--- src/rtl/fp_to_q20_stage.sv ---
// fp_to_q20_stage: 3-stage IEEE-754 single -> signed Q1.20 converter feeding the CORDIC z0 angle input.
// Define FP_TO_Q20_ROUND_NEAREST_EN for round-half-even; the default build truncates toward zero.
module fp_to_q20_stage #(
  parameter int OUT_W  = 21,
  parameter int FRAC_W = 20
) (
  input  logic             clock,
  input  logic             aclr,
  input  logic             clk_en,
  input  logic             in_valid,
  input  logic [31:0]      dataa,
  output logic             out_valid,
  output logic [OUT_W-1:0] result,
  output logic             sat,
  output logic             nan
);

  typedef enum logic [2:0] {
    CLS_ZERO,
    CLS_NORMAL,
    CLS_BIG,
    CLS_INF,
    CLS_NAN
  } cls_e;

  localparam logic [7:0] EXP_NORM_MIN = 8'd105;
  localparam logic [7:0] EXP_ONE      = 8'd127;
  localparam logic [7:0] EXP_SPECIAL  = 8'd255;
  // m * 2^(e-150) expressed in units of 2^-FRAC_W is m >> (SHIFT_BIAS - e).
  localparam logic [7:0] SHIFT_BIAS   = 8'(150 - FRAC_W);

  localparam logic [OUT_W-1:0] MAG_ONE = {1'b1, {FRAC_W{1'b0}}};
  localparam logic [OUT_W-1:0] POS_MAX = {1'b0, {FRAC_W{1'b1}}};

  logic [7:0]  in_exp;
  logic [22:0] in_frac;

  assign in_exp  = dataa[30:23];
  assign in_frac = dataa[22:0];

  // ---------------------------------------------------------------- S1 decode
  logic        s1_valid_d,  s1_valid_q;
  logic        s1_sign_d,   s1_sign_q;
  logic [7:0]  s1_exp_d,    s1_exp_q;
  logic [23:0] s1_mant_d,   s1_mant_q;
  logic        s1_is_one_d, s1_is_one_q;
  cls_e        s1_cls_d,    s1_cls_q;

  // NOTE: every always_comb output gets a default first so no path can infer a latch.
  always_comb begin
    s1_valid_d  = in_valid;
    s1_sign_d   = dataa[31];
    s1_exp_d    = in_exp;
    s1_mant_d   = {(in_exp != 8'd0), in_frac};
    s1_is_one_d = (in_exp == EXP_ONE) && (in_frac == 23'd0);
    s1_cls_d    = CLS_ZERO;
    if (in_exp == EXP_SPECIAL) begin
      s1_cls_d = (in_frac != 23'd0) ? CLS_NAN : CLS_INF;
    end else if (in_exp >= EXP_ONE) begin
      s1_cls_d = CLS_BIG;
    end else if (in_exp >= EXP_NORM_MIN) begin
      s1_cls_d = CLS_NORMAL;
    end
  end

  // NOTE: sequential state uses non-blocking assignments so all stages update from pre-edge values.
  // NOTE: data registers are reset as well as valid bits, because aclr must force result/sat/nan to 0.
  always_ff @(posedge clock or negedge aclr) begin
    if (!aclr) begin
      s1_valid_q  <= 1'b0;
      s1_sign_q   <= 1'b0;
      s1_exp_q    <= '0;
      s1_mant_q   <= '0;
      s1_is_one_q <= 1'b0;
      s1_cls_q    <= CLS_ZERO;
    end else if (clk_en) begin
      s1_valid_q  <= s1_valid_d;
      s1_sign_q   <= s1_sign_d;
      s1_exp_q    <= s1_exp_d;
      s1_mant_q   <= s1_mant_d;
      s1_is_one_q <= s1_is_one_d;
      s1_cls_q    <= s1_cls_d;
    end
  end

  // ------------------------------------------------------------- S2 magnitude
  logic             s2_valid_d,    s2_valid_q;
  logic             s2_sign_d,     s2_sign_q;
  logic             s2_nan_d,      s2_nan_q;
  logic             s2_hard_ovf_d, s2_hard_ovf_q;
  logic [OUT_W-1:0] s2_mag_d,      s2_mag_q;
  logic             s2_round_up_d, s2_round_up_q;

  logic [7:0]        shamt;
  logic [FRAC_W-1:0] shifted;

`ifdef FP_TO_Q20_ROUND_NEAREST_EN
  logic [7:0]  guard_idx;
  logic [24:0] guard_sel;
  logic [24:0] below_guard;
  logic        guard_bit;
  logic        sticky_bit;
`endif

  always_comb begin
    s2_valid_d    = s1_valid_q;
    s2_sign_d     = s1_sign_q;
    s2_nan_d      = (s1_cls_q == CLS_NAN);
    // Beyond +/-1.0 in a way that can never be the exact -1.0 encoding.
    s2_hard_ovf_d = (s1_cls_q == CLS_INF) || ((s1_cls_q == CLS_BIG) && !s1_is_one_q);
    s2_mag_d      = '0;
    s2_round_up_d = 1'b0;
    shamt         = SHIFT_BIAS - s1_exp_q;
    // For NORMAL the shift is at least 4, so the top bits of the 24-bit result are always zero.
    shifted       = FRAC_W'(s1_mant_q >> shamt);

`ifdef FP_TO_Q20_ROUND_NEAREST_EN
    // Guard index may reach 24 (one past the mantissa); the zero-extended bit reads as 0 there.
    guard_idx   = shamt - 8'd1;
    guard_sel   = 25'd1 << guard_idx;
    below_guard = guard_sel - 25'd1;
    guard_bit   = |({1'b0, s1_mant_q} & guard_sel);
    sticky_bit  = |({1'b0, s1_mant_q} & below_guard);
`endif

    case (s1_cls_q)
      CLS_NORMAL: begin
        s2_mag_d = {1'b0, shifted};
`ifdef FP_TO_Q20_ROUND_NEAREST_EN
        s2_round_up_d = guard_bit & (sticky_bit | shifted[0]);
`endif
      end
      CLS_BIG, CLS_INF: s2_mag_d = MAG_ONE;
      default:          s2_mag_d = '0;
    endcase
  end

  always_ff @(posedge clock or negedge aclr) begin
    if (!aclr) begin
      s2_valid_q    <= 1'b0;
      s2_sign_q     <= 1'b0;
      s2_nan_q      <= 1'b0;
      s2_hard_ovf_q <= 1'b0;
      s2_mag_q      <= '0;
      s2_round_up_q <= 1'b0;
    end else if (clk_en) begin
      s2_valid_q    <= s2_valid_d;
      s2_sign_q     <= s2_sign_d;
      s2_nan_q      <= s2_nan_d;
      s2_hard_ovf_q <= s2_hard_ovf_d;
      s2_mag_q      <= s2_mag_d;
      s2_round_up_q <= s2_round_up_d;
    end
  end

  // -------------------------------------------------------- S3 sign/saturate
  logic             out_valid_d, out_valid_q;
  logic [OUT_W-1:0] result_d,    result_q;
  logic             sat_d,       sat_q;
  logic             nan_d,       nan_q;
  logic [OUT_W-1:0] mag_rnd;

  always_comb begin
    // mag_q never exceeds 2^FRAC_W - 1 when a round-up is pending, so this cannot wrap.
    mag_rnd     = s2_mag_q + OUT_W'(s2_round_up_q);
    out_valid_d = s2_valid_q;
    nan_d       = s2_nan_q;
    sat_d       = 1'b0;
    result_d    = s2_sign_q ? (-mag_rnd) : mag_rnd;
    if (mag_rnd[FRAC_W]) begin
      if (s2_sign_q) begin
        // -1.0 is representable; only a true |x| > 1 (or -inf) is a saturation.
        result_d = MAG_ONE;
        sat_d    = s2_hard_ovf_q;
      end else begin
        result_d = POS_MAX;
        sat_d    = 1'b1;
      end
    end
  end

  always_ff @(posedge clock or negedge aclr) begin
    if (!aclr) begin
      out_valid_q <= 1'b0;
      result_q    <= '0;
      sat_q       <= 1'b0;
      nan_q       <= 1'b0;
    end else if (clk_en) begin
      out_valid_q <= out_valid_d;
      result_q    <= result_d;
      sat_q       <= sat_d;
      nan_q       <= nan_d;
    end
  end

  assign out_valid = out_valid_q;
  assign result    = result_q;
  assign sat       = sat_q;
  assign nan       = nan_q;

endmodule

--- config.mk ---
export PLATFORM = sky130hd
export DESIGN_NAME = fp_to_q20_stage
export DESIGN_NICKNAME = d
export VERILOG_FILES = /design/src/rtl/fp_to_q20_stage.sv
export SDC_FILE = /design/constraint.sdc
export NUM_CORES = 1
export LEC_CHECK = 0
export ABC_AREA = 1
export CAP_MARGIN = 0
export CORE_MARGIN = 1
export CORE_UTILIZATION = 55
export DETAILED_ROUTE_END_ITERATION = 16
export PLACE_DENSITY = 0.83
export SETUP_SLACK_MARGIN = 0.15
export SLEW_MARGIN = 20
export SYNTH_ARGS = -nofsm -noshare
export SYNTH_HDL_FRONTEND = slang
export SYNTH_SLANG_ARGS = --single-unit
export TNS_END_PERCENT = 20
--- constraint.sdc ---
create_clock -name clock -period 2.6 [get_ports clock]
set_input_delay 0.52 -clock clock [delete_from_list [all_inputs] [get_ports clock]]
set_output_delay 0.52 -clock clock [all_outputs]
set_load 0.05 [all_outputs]
## Yosys cells after proc, flatten, opt, wreduce, memory -nomap -nowiden

Index checks and enable logic that the tools add are counted.

| storage, ports and cells | value |
|---|---|
| bits in registers | 87 |
| input bits | 36 |
| output and inout port bits | 24 |

| operators by class | value |
|---|---|
| add/sub/neg operators | 2 |
| magnitude comparators | 2 |
| eq/ne operators | 6 |
| shift operators | 1 |
| mux-type cells | 10 |
| reduce and logical (&&, ||, !) cells | 8 |

Operator list:

| operator | number |
|---|---|
| 2-to-1 mux 21 bit | 3 |
| one-hot mux 21 bit (2 select lines) | 1 |
| right shift 24 x 8 -> 20 bit | 1 |
| zero test 23 bit | 1 |
| nonzero test 23 bit | 1 |
| negation 21 bit | 1 |
| >= comparator 8 x 7 -> 1 bit (second input constant) | 2 |
| 2-to-1 mux 3 bit | 3 |
| == test 8 x 7 -> 1 bit (second input constant) | 1 |
| == test 8 bit (second input constant) | 1 |
| nonzero test 8 bit | 1 |
| subtractor 8 bit (first input constant) | 1 |
| == test 3 x 2 -> 1 bit (second input constant) | 2 |
| == test 3 x 1 -> 1 bit (second input constant) | 1 |
| == test 3 bit (second input constant) | 1 |
| 2-to-1 mux 1 bit | 3 |
| logical AND 1 bit | 2 |
| OR reduction 2 bit | 1 |
| zero test 1 bit | 1 |
| logical OR 1 bit | 1 |

## Depth between registers and ports, before layout

| logic depth | value |
|---|---|
| depth in word-level cells | 4 |
| depth in mapped cells | 16 |
| mapped depth without buffers | 16 |

## Worst setup path after synthesis

Ideal clock, no wire load.

| path | value |
|---|---|
| path kind | reg2reg |
| start point | register s1_exp_q[0] |
| end point | register s2_mag_q[13] |
| arrival time | 1.774 ns |
| required time | 2.525 ns |
| path slack | 0.751 ns |
| cell stages (with the launch flop) | 16 |
| buffers on the path | 1 |
| clock period less this slack | 1.849 ns |
| cells stage by stage | dfrtp_1 -> ha_1 -> nor2_2 -> nand3_1 -> nand2_1 -> nand2_2 -> inv_4 -> buf_6 -> nand3_1 -> nand2_1 -> nand3_2 -> nand2_1 -> nand2_1 -> nand3_1 -> nand3_1 -> o21ai_2 |

| between the ends | value |
|---|---|
| cells in the longest elaborated chain, start to end | 3 |

RTL lines:

| element | RTL line | RTL |
|---|---|---|
| start: declaration | 44 | `logic [7:0] s1_exp_d, s1_exp_q;` |
| start signal: assignment | 79 | `s1_exp_q <= s1_exp_d;` |
| subtractor 8 bit | 113 | `shamt = SHIFT_BIAS - s1_exp_q;` |
| right shift 24 x 8 -> 20 bit | 115 | `shifted = FRAC_W'(s1_mant_q >> shamt);` |
| one-hot mux 21 bit (2 select lines) | 126 | `case (s1_cls_q)` |
| end signal: assignment | 151 | `s2_mag_q <= s2_mag_d;` |
| end: declaration | 91 | `logic [OUT_W-1:0] s2_mag_d, s2_mag_q;` |

No other way between the ends.
A chain may end at the register's enable or synchronous reset.

## Final worst setup path

| path | value |
|---|---|
| start point | register s1_exp_q[0] |
| end point | register s2_mag_q[6] |

The elaborated chain is that of the path after synthesis.

==> impl_metrics.toml <==
[timing]
fin_skew_ns = 0.0209
fin_crit_sh_pct = 84.3
drv_slew = 0
maxSlewHeadroom_pct = 50.4
worstMarginPinSlew_ns = 0.743
setup_tns_ns = 0
fmax_mhz = 456
hold_violations = 0
period_needed_ns = 2.19
rsz0062_at_grt = "false"
holdWs_ns = 0.0938
setup_viol = 0

[synth]
avgSynthCellArea_um2 = 7.24
syn-num-nets = 797
synth_common_cells = "nand2_1, nand3_1, dfrtp_1, inv_1, nor2_1"
async_flop_share_pct = 100
synth_area_leader_cell = "dfrtp_1"
ys_ff_latch = 87
synth_area_leaders = "dfrtp_1, nand2_1, nand3_1"
syn_inst = 759
synth_top_area_share_pct = 39.6
synth_area_um2 = 5490
yosys_warnings = 0
synth_edf_count = 0
ys_types = 45
ys_seq_area_share_pct = 39.6
synth_flop_cell = "dfrtp_1"
post-synth-top-count-cell = "nand2_1"

[power]
pwr-share-comb_pct = 36.8
netSwitchingPower_mw = 1.49
pwr-share-seq_pct = 41.5
internal_power_mw = 2.26
power_density_nw_per_um2 = 590
power.share.switching_pct = 39.8
ir_drop_mv = 0.283
finalPower_mw = 3.76
leakagePower_nw = 3.03
pwr-share-clk_pct = 21.8

[critical_path]
endpoint = "s2_mag_q[6]"
end_kind = "flop"
reg2reg_slack_ns = 0.41
crit_arrival_ns = 2.50
crit_type = "reg -> reg"
critPathLaunchType = "flop"
critPathLaunch = "s1_exp_q[0]"
regToRegEndpoint = "s2_mag_q[6]"
worstPathRequired_ns = 2.90
rr_worst_depth = 14
path_max_fanout = 14
r2r-start = "s1_exp_q[0]"

[clock_network]
clk_latency_ns = 0.37
h-tree-depth = 3
cts_hold_buf = 0
path_clk_slew_ns = 0.10
cts_buffers = 9
cts-root-buf = "clkbuf_8"
cts_buffer_depth = 2
clock_sinks = 87
cts_tree = "built"

[drt]
wl_um = 14200
drc_errors = 0
drt-pass1-iter-count = 5
wire_per_inst_um = 15.0
via_per_inst = 5.61
via_count = 5302
drtIter0Drc = 353
antenna_left = 0

[global_route]
grt_overflow = 0
met1_usage_pct = 38.2
gr-usage-met3_pct = 6.36
grt_pass1_vias = 5160
met2_usage_pct = 49.9
antenna_found_initial = 0
grt_pass1_wl_um = 24100
top_usage_layer = "met2"
track_usage_pct = 30.0
grt_max_degree = 84

[floorplanning]
start_util_pct = 56.5
die_h_um = 102
die_w_um = 102
core_um2 = 9730
rows = 36
dieArea_um2 = 10400
pin_count = 60

[finish]
drive_above_1_share_pct = 10.6
fin_cells = 945
fillers = 882
fin_nets = 848
antenna_cells = 0
area_growth_pct = 15.8
multi_input_area_um2 = 2900
final-seq-area_um2 = 2180
fin_util_pct = 65.4

[placed_design]
hpwl_um = 10500
io_buffers = 59
placed_cells = 927
gp_congestion = 0.951

[hold_path]
hold_path.class = "in -> async"

[status]
status = "finished clean"

[job]
drv_cap = 0
==> power groups by stage <==
stage | Sequential, mW | Clock [mW] | Combinational (mW)
after CTS | 1.56 | 0.832 | 1.36
after detailed placement | 1.58 | 0 | 1.35
final | 1.56 | 0.817 | 1.38
after floorplan | 1.77 | 0 | 0.764
after global placement | 1.58 | 0 | 1.33
after global routing | 1.57 | 0.889 | 1.52
==> how the worst min path moves through the flow <==
stage                startpoint           end  slack (ns)  cells after the start
floorplan                  aclr           nan        0.22                      0
global placement     s1_valid_q    s1_valid_q        0.46                      2
detailed placement  out_valid_d   out_valid_d        0.47                      2
CTS                        aclr  s1_mant_q[3]        0.11                      1
global route               aclr  s1_mant_q[0]        0.12                      1
finish                     aclr  s1_mant_q[3]        0.09                      1
==> cells by family after synthesis <==
| group | share of synthesized area [%] |
|---|---|
| fa+ha+maj | 0.456 |
| simple gates | 41.8 |
| flops | 39.6 |
| xor+xnor | 1.28 |
| compound gates | 9.29 |
| buf+inv | 7.49 |
==> through the flow <==
stage | cell area [um^2] | setup slack [ns]
2_1_floorplan | 5490 | 0.751
3_3_place_gp | 6170 | 0.458
3_5_place_dp | 6170 | 0.384
4_1_cts | 6320 | 0.367
5_1_grt | 6360 | 0.169
6_report | 6360 | 0.407
==> critical path: stages, from the launching register on <==
cell,delay [ns]
dfrtp_1,0.40
ha_1,0.23
nor2_2,0.17
nand3_1,0.09
nand2_1,0.08
nand2_2,0.10
inv_6,0.17
nand2_8,0.11
o21ai_2,0.14
nand3_1,0.13
nor2_1,0.17
nand2_1,0.07
nand2_1,0.08
nand3_1,0.10
nand2_1,0.08
==> final cells by class <==
type                            instances  area share (%)
Tap cell                              133            2.62
Timing Repair Buffer                   78            11.6
Inverter                               59            3.56
Multi-Input combinational cell        575            45.6
Sequential cell                        87            34.2
Clock buffer                            9            1.95
Clock inverter                          4           0.413
==> cell usage in the layout, fill, tap and decap left out, types with 4 or more instances in the layout <==
master,synthesis,final
inv_1,52,52
nor2_1,50,50
o21ai_1,6,6
dfrtp_1,87,87
buf_4,0,19
nor2_2,7,7
nand4_1,12,12
nand2_2,5,5
or2_2,4,4
clkbuf_8,0,9
nor4_1,7,7
nand2_1,210,210
nand3_1,139,139
xor2_1,6,6
clkdlybuf4s50_1,0,57
a21oi_1,25,25
o22ai_1,6,6
nand3_2,17,17
o21ai_0,39,39
nor3_1,10,10
==> state kept, by name, summed over array words and instances, names as in the netlist <==
| signal | cells |
|---|---|
| nan | 1 |
| nan_d | 1 |
| out_valid | 1 |
| out_valid_d | 1 |
| result | 21 |
| s1_cls_q | 3 |
| s1_exp_q | 8 |
| s1_is_one_q | 1 |
| s1_mant_q | 24 |
| s1_sign_q | 1 |
| s1_valid_q | 1 |
| s2_hard_ovf_q | 1 |
| s2_mag_q | 21 |
| s2_sign_q | 1 |
| sat | 1 |
==> what timing repair did <==
action,4_1_cts,5_1_grt
endpoints found under the hold margin,0,0
endpoints found under the setup margin,0,10
buffers inserted,0,5
resized for setup,0,1
==> layer usage <==
metal	part of all wire, %	wire length (um)
met5	0	0
met2	48	6870
met3	5.1	717
met4	2.7	381
met1	44	6200
(Power assumes the default switching activity.)
